===== config.mk =====
export PLATFORM = sky130hd
export DESIGN_NAME = program_counter_stack
export DESIGN_NICKNAME = d
export VERILOG_FILES = /design/src/rtl/program_counter_stack.sv
export SDC_FILE = /design/constraint.sdc
export NUM_CORES = 1
export LEC_CHECK = 0
export BUFFER_PORTS_ARGS = -buffer_cell sky130_fd_sc_hd__buf_4
export CAP_MARGIN = 30
export CORE_ASPECT_RATIO = 1.25
export CORE_MARGIN = 5
export CORE_UTILIZATION = 50
export CTS_CLUSTER_DIAMETER = 100
export DETAILED_ROUTE_END_ITERATION = 7
export GPL_ROUTABILITY_DRIVEN = 0
export GPL_TIMING_DRIVEN = 1
export HOLD_SLACK_MARGIN = 0.1
export PLACE_DENSITY_LB_ADDON = 0.1
export SYNTH_ARGS = -nofsm -noshare
export SYNTH_HDL_FRONTEND = slang
export SYNTH_SLANG_ARGS = --single-unit

===== constraint.sdc =====
create_clock -name clk -period 2.1 [get_ports clk]
set_input_delay 0.315 -clock clk [delete_from_list [all_inputs] [get_ports clk]]
set_output_delay 0.315 -clock clk [all_outputs]
set_load 0.03 [all_outputs]

===== src/rtl/program_counter_stack.sv =====
// Program counter with stall, jump/branch and a LIFO return-address stack with sticky error flags.
// Optional build macro PC_TRAP_EN: stack overflow/underflow redirect the PC to TRAP_ADDR.
module program_counter_stack #(
   parameter int unsigned       ADDR_W      = 8,
   parameter int unsigned       STACK_DEPTH = 4,
   parameter logic [ADDR_W-1:0] RESET_ADDR  = '0,
   parameter logic [ADDR_W-1:0] TRAP_ADDR   = {ADDR_W{1'b1}}
) (
   input  logic              clk,
   input  logic              reset,
   input  logic              stall,
   input  logic              jump,
   input  logic [ADDR_W-1:0] jump_adr,
   input  logic              branch,
   input  logic [ADDR_W-1:0] branch_adr,
   input  logic              call,
   input  logic [ADDR_W-1:0] call_adr,
   input  logic              ret,
   output logic [ADDR_W-1:0] address,
   output logic              stack_empty,
   output logic              stack_full,
   output logic              stack_ovf,
   output logic              stack_unf
);

   localparam int unsigned CNT_W = $clog2(STACK_DEPTH + 1);
   localparam int unsigned IDX_W = (STACK_DEPTH > 1) ? $clog2(STACK_DEPTH) : 1;

   logic [ADDR_W-1:0] addr_q, addr_d;
   logic [CNT_W-1:0]  cnt_q, cnt_d;
   logic              ovf_q, ovf_d;
   logic              unf_q, unf_d;
   logic [ADDR_W-1:0] stack_q [STACK_DEPTH];

   logic [ADDR_W-1:0] addr_inc;
   logic [ADDR_W-1:0] ovf_addr;
   logic [ADDR_W-1:0] unf_addr;
   logic [IDX_W-1:0]  top_idx;
   logic [IDX_W-1:0]  push_idx;
   logic              push_en;
   logic              empty;
   logic              full;

   assign addr_inc = addr_q + ADDR_W'(1);
   assign empty    = (cnt_q == '0);
   assign full     = (cnt_q == CNT_W'(STACK_DEPTH));
   assign top_idx  = IDX_W'(cnt_q - CNT_W'(1));
   assign push_idx = IDX_W'(cnt_q);

`ifdef PC_TRAP_EN
   assign ovf_addr = TRAP_ADDR;
   assign unf_addr = TRAP_ADDR;
`else
   logic unused_trap;
   assign unused_trap = ^TRAP_ADDR;
   assign ovf_addr    = call_adr;
   assign unf_addr    = addr_inc;
`endif

   // One action per edge in priority order stall > ret > call > jump > branch > increment.
   always_comb begin
      addr_d  = addr_q;
      cnt_d   = cnt_q;
      ovf_d   = ovf_q;
      unf_d   = unf_q;
      push_en = 1'b0;
      if (!stall) begin
         if (ret) begin
            if (!empty) begin
               addr_d = stack_q[top_idx];
               cnt_d  = cnt_q - CNT_W'(1);
            end else begin
               addr_d = unf_addr;
               unf_d  = 1'b1;
            end
         end else if (call) begin
            if (!full) begin
               addr_d  = call_adr;
               cnt_d   = cnt_q + CNT_W'(1);
               push_en = 1'b1;
            end else begin
               addr_d = ovf_addr;
               ovf_d  = 1'b1;
            end
         end else if (jump) begin
            addr_d = jump_adr;
         end else if (branch) begin
            addr_d = branch_adr;
         end else begin
            addr_d = addr_inc;
         end
      end
   end

   always_ff @(posedge clk or negedge reset) begin
      if (!reset) begin
         addr_q <= RESET_ADDR;
         cnt_q  <= '0;
         ovf_q  <= 1'b0;
         unf_q  <= 1'b0;
      end else begin
         addr_q <= addr_d;
         cnt_q  <= cnt_d;
         ovf_q  <= ovf_d;
         unf_q  <= unf_d;
      end
   end

   // Entry contents are don't-care after reset, so the storage carries no reset.
   always_ff @(posedge clk) begin
      if (push_en) begin
         stack_q[push_idx] <= addr_inc;
      end
   end

   assign address     = addr_q;
   assign stack_empty = empty;
   assign stack_full  = full;
   assign stack_ovf   = ovf_q;
   assign stack_unf   = unf_q;

endmodule


==> flow_metrics.tcl <==
set metrics [dict create \
    drive_gt1_frac 0.2449 \
    core_mm2 0.004695 \
    setup_violations 0 \
    ys_ff_latch 45 \
    async_reset_ff_frac 0.2889 \
    fin_crit_sh 0.9128 \
    wl_per_cell_um 17.84 \
    critPathKind "reg2out" \
    crit_top_cell "inv_1" \
    p_sw_mw 1.303 \
    port_buffers 42 \
    max_clock_freq_mhz 521.7 \
    die_w_um 71.81 \
    reg2regPathDepth 5 \
    holdPathStages 3 \
    grt_max_degree 24 \
    netlist_area_mm2 0.002387 \
    path_max_fanout 5 \
    critPathArrivalTime_ns 1.60 \
    whs_ns 0.2918 \
    dp_hpwl_um 4157 \
    syn_inst 197 \
    reg2reg_setup_slack_ns 0.30 \
    finalHoldViolations 0 \
    syn_to_final_growth_pct 20.02 \
    multi_input_area_um2 991.0 \
    ios 43 \
    grt_overflow_total 0 \
    nets 281 \
    postCtsSetupBuffers 0 \
    p_int_mw 2.228 \
    synth_fp_nets 234 \
    dp_cells 296 \
    grt_pass1_wl_um 8645 \
    track_usage 0.1825 \
    grt_antenna_before_repair 0 \
    dieArea_mm2 0.006265 \
    cp-start-kind "flip-flop" \
    p_per_area_mw_per_mm2 1232 \
    yosysTopAreaCell "edfxtp_1" \
    grt_pass1_vias 1769 \
    yosysUniqueCellTypes 44 \
    synth_edf_count 32 \
    synth_ff_type "edfxtp_1" \
    crit_required_ns 1.78 \
    slew_violations 0 \
    rsz0062_at_grt "no" \
    final_cell_count_no_fill 305 \
    r2r-start "address[2]$_DFFE_PN0N_" \
    clockBufferDepth 2 \
    die_h_um 87.26 \
    fin_total_pwr_mw 3.531 \
    p_sw_frac 0.3690 \
    skew_ns 0.007363 \
    vias 1722 \
    endpoint_kind "output port" \
    ir_drop_mv 0.7488 \
    post-synth-top-area-fraction 0.4025 \
    insertion_delay_ns 0.30 \
    layout_min_cycle_time_ns 1.917 \
    cts-buffers-inserted 5 \
    seq_area_mm2 0.001286 \
    dr.pass1.iters 4 \
    synth.yosys.seq_area_share 0.5388 \
    viasPerCell 5.646 \
    hp-class "in2reg" \
    cts_tree "done" \
    clock_sinks 45 \
    clock_power_share 0.185 \
    worstReg2RegEnd "address[7]$_DFFE_PN0N_" \
    p_leak_nw 1.187 \
    timing.max_cap.violations 0 \
    start_util 0.5085 \
    synth_common_cells "edfxtp_1 (32), nand2_1 (22), nor2_1 (15)" \
    pwr-share-seq 0.393 \
    h-tree-depth 2 \
    worst_pin_slew_ns 0.4922 \
    status "finished clean" \
    pwr-share-comb 0.422 \
    hold_path_startpoint "branch_adr[3]" \
    num_antenna_cells 0 \
    synth_area_leaders "edfxtp_1 (40%), dfrtp_1 (14%), mux4_1 (6.6%)" \
    yosys_warnings 0 \
    whs_endpoint "address[3]$_DFFE_PN0N_" \
    worst_path_max_delay_cell "dfrtp_1" \
    crit_path_cell_trace "inv_1 > ha_1 > or2b_1 > inv_1 > buf_4" \
    drc 0 \
    fillers 388 \
    routed_wl_um 5442 \
    clkTransAtPathRegs_ns 0.09 \
    finalSetupTns_ns 0 \
    slew_headroom 0.6695 \
    avgSynthCellArea_um2 12.12 \
    detail-route-antenna-nets 0 \
    drtIter0Drc 77 \
    fp-row-count 28 \
    synth_most_common_cell "edfxtp_1" \
    cts_root_buf "clkbuf_8" \
    max_stage_delay_ns 0.41 \
]
[cell families (layout without fill, tap and decap cells)]
group | after synthesis | in the layout | share of synthesized area
flops | 45 | 45 | 0.5388
compound gates | 39 | 39 | 0.1033
simple gates | 66 | 66 | 0.1331
mux | 15 | 15 | 0.1143
buf+inv | 17 | 65 | 0.04612
fa+ha+maj | 6 | 6 | 0.03145
xor+xnor | 9 | 9 | 0.03302
[layer usage]
metal	routed length (µm)	share of wire	vias up	track usage
li1	-	-	827	-
met1	2328	0.43	836	0.2200
met2	2680	0.49	51	0.3169
met3	333	0.061	8	0.04042
met4	99	0.018	0	0.07009
met5	0	0	-	0
[how the worst max path moves through the flow]
stage	start	end	slack, ns	depth (start not counted)
floorplan	cnt_q[0]$_DFFE_PN0P_	stack_q[0][0]$_DFFE_PP_	0.14	6
global placement	address[2]$_DFFE_PN0N_	address[7]$_DFFE_PN0N_	0.36	5
detailed placement	cnt_q[1]$_DFFE_PN0P_	stack_q[3][4]$_DFFE_PP_	0.32	6
CTS	cnt_q[1]$_DFFE_PN0P_	stack_empty	0.17	5
global route	address[2]$_DFFE_PN0N_	address[7]$_DFFE_PN0N_	0.06	5
finish	cnt_q[1]$_DFFE_PN0P_	stack_empty	0.18	5
[sequential cells by signal, summed over array words and instances, names as in the netlist]
| name | flops |
|---|---|
| address | 8 |
| cnt_q | 3 |
| stack_ovf | 1 |
| stack_q | 32 |
| stack_unf | 1 |
[power by group through the flow]
stage / clock (mW) / sequential, mW / combinational, mW
detailed placement: 0 / 1.40 / 1.50
floorplan: 0 / 1.53 / 0.857
finish: 0.655 / 1.39 / 1.49
global placement: 0 / 1.39 / 1.45
CTS: 0.673 / 1.38 / 1.51
global route: 0.704 / 1.41 / 1.62
[timing repair]
item,4_1_cts,5_1_grt
hold buffers,1,0
endpoints found under the hold margin,13,0
gates resized for setup,0,0
[stage by stage]
stage | instance area (µm²) | setup slack [ns] | util
detailed placement | 2743 | 0.3226 | 0.5842
CTS | 2865 | 0.1723 | 0.6103
global placement | 2743 | 0.3627 | 0.5842
finish | 2865 | 0.1832 | 0.6103
floorplan | 2387 | 0.1416 | -
global route | 2865 | 0.06010 | 0.6103
[layout make-up]
cell class                 instances  share of cell area
clock buffer                       5             0.02402
clock inverter                     3             0.01528
inverter                           8             0.01048
multi-input combinational        135              0.3459
sequential                        45              0.4489
tap                               60             0.02620
timing repair buffer              49              0.1293
[worst max-delay path, delay by kind of cell (launching register included)]
family	cells	cell delay, ns
simple gates	1	0.24
buf+inv	3	0.48
fa+ha+maj	1	0.17
flops	1	0.41
[placed cells by master, fill, tap and decap left out, drive strengths merged, types with 2 or more instances in the layout]
cell type,count
buf,48
edfxtp,32
nand2,22
nor2,15
dfrtp,13
a21oi,12
o21ai,11
inv,9
mux4,8
mux2i,7
nand3,6
ha,6
xnor2,5
clkbuf,5
xor2,4
and3,3
nand4,3
and2,3
nor3,3
o211ai,3
nor2b,2
a32oi,2
nand2b,2
or2b,2
No activity file was read; power rests on OpenSTA's default activity.
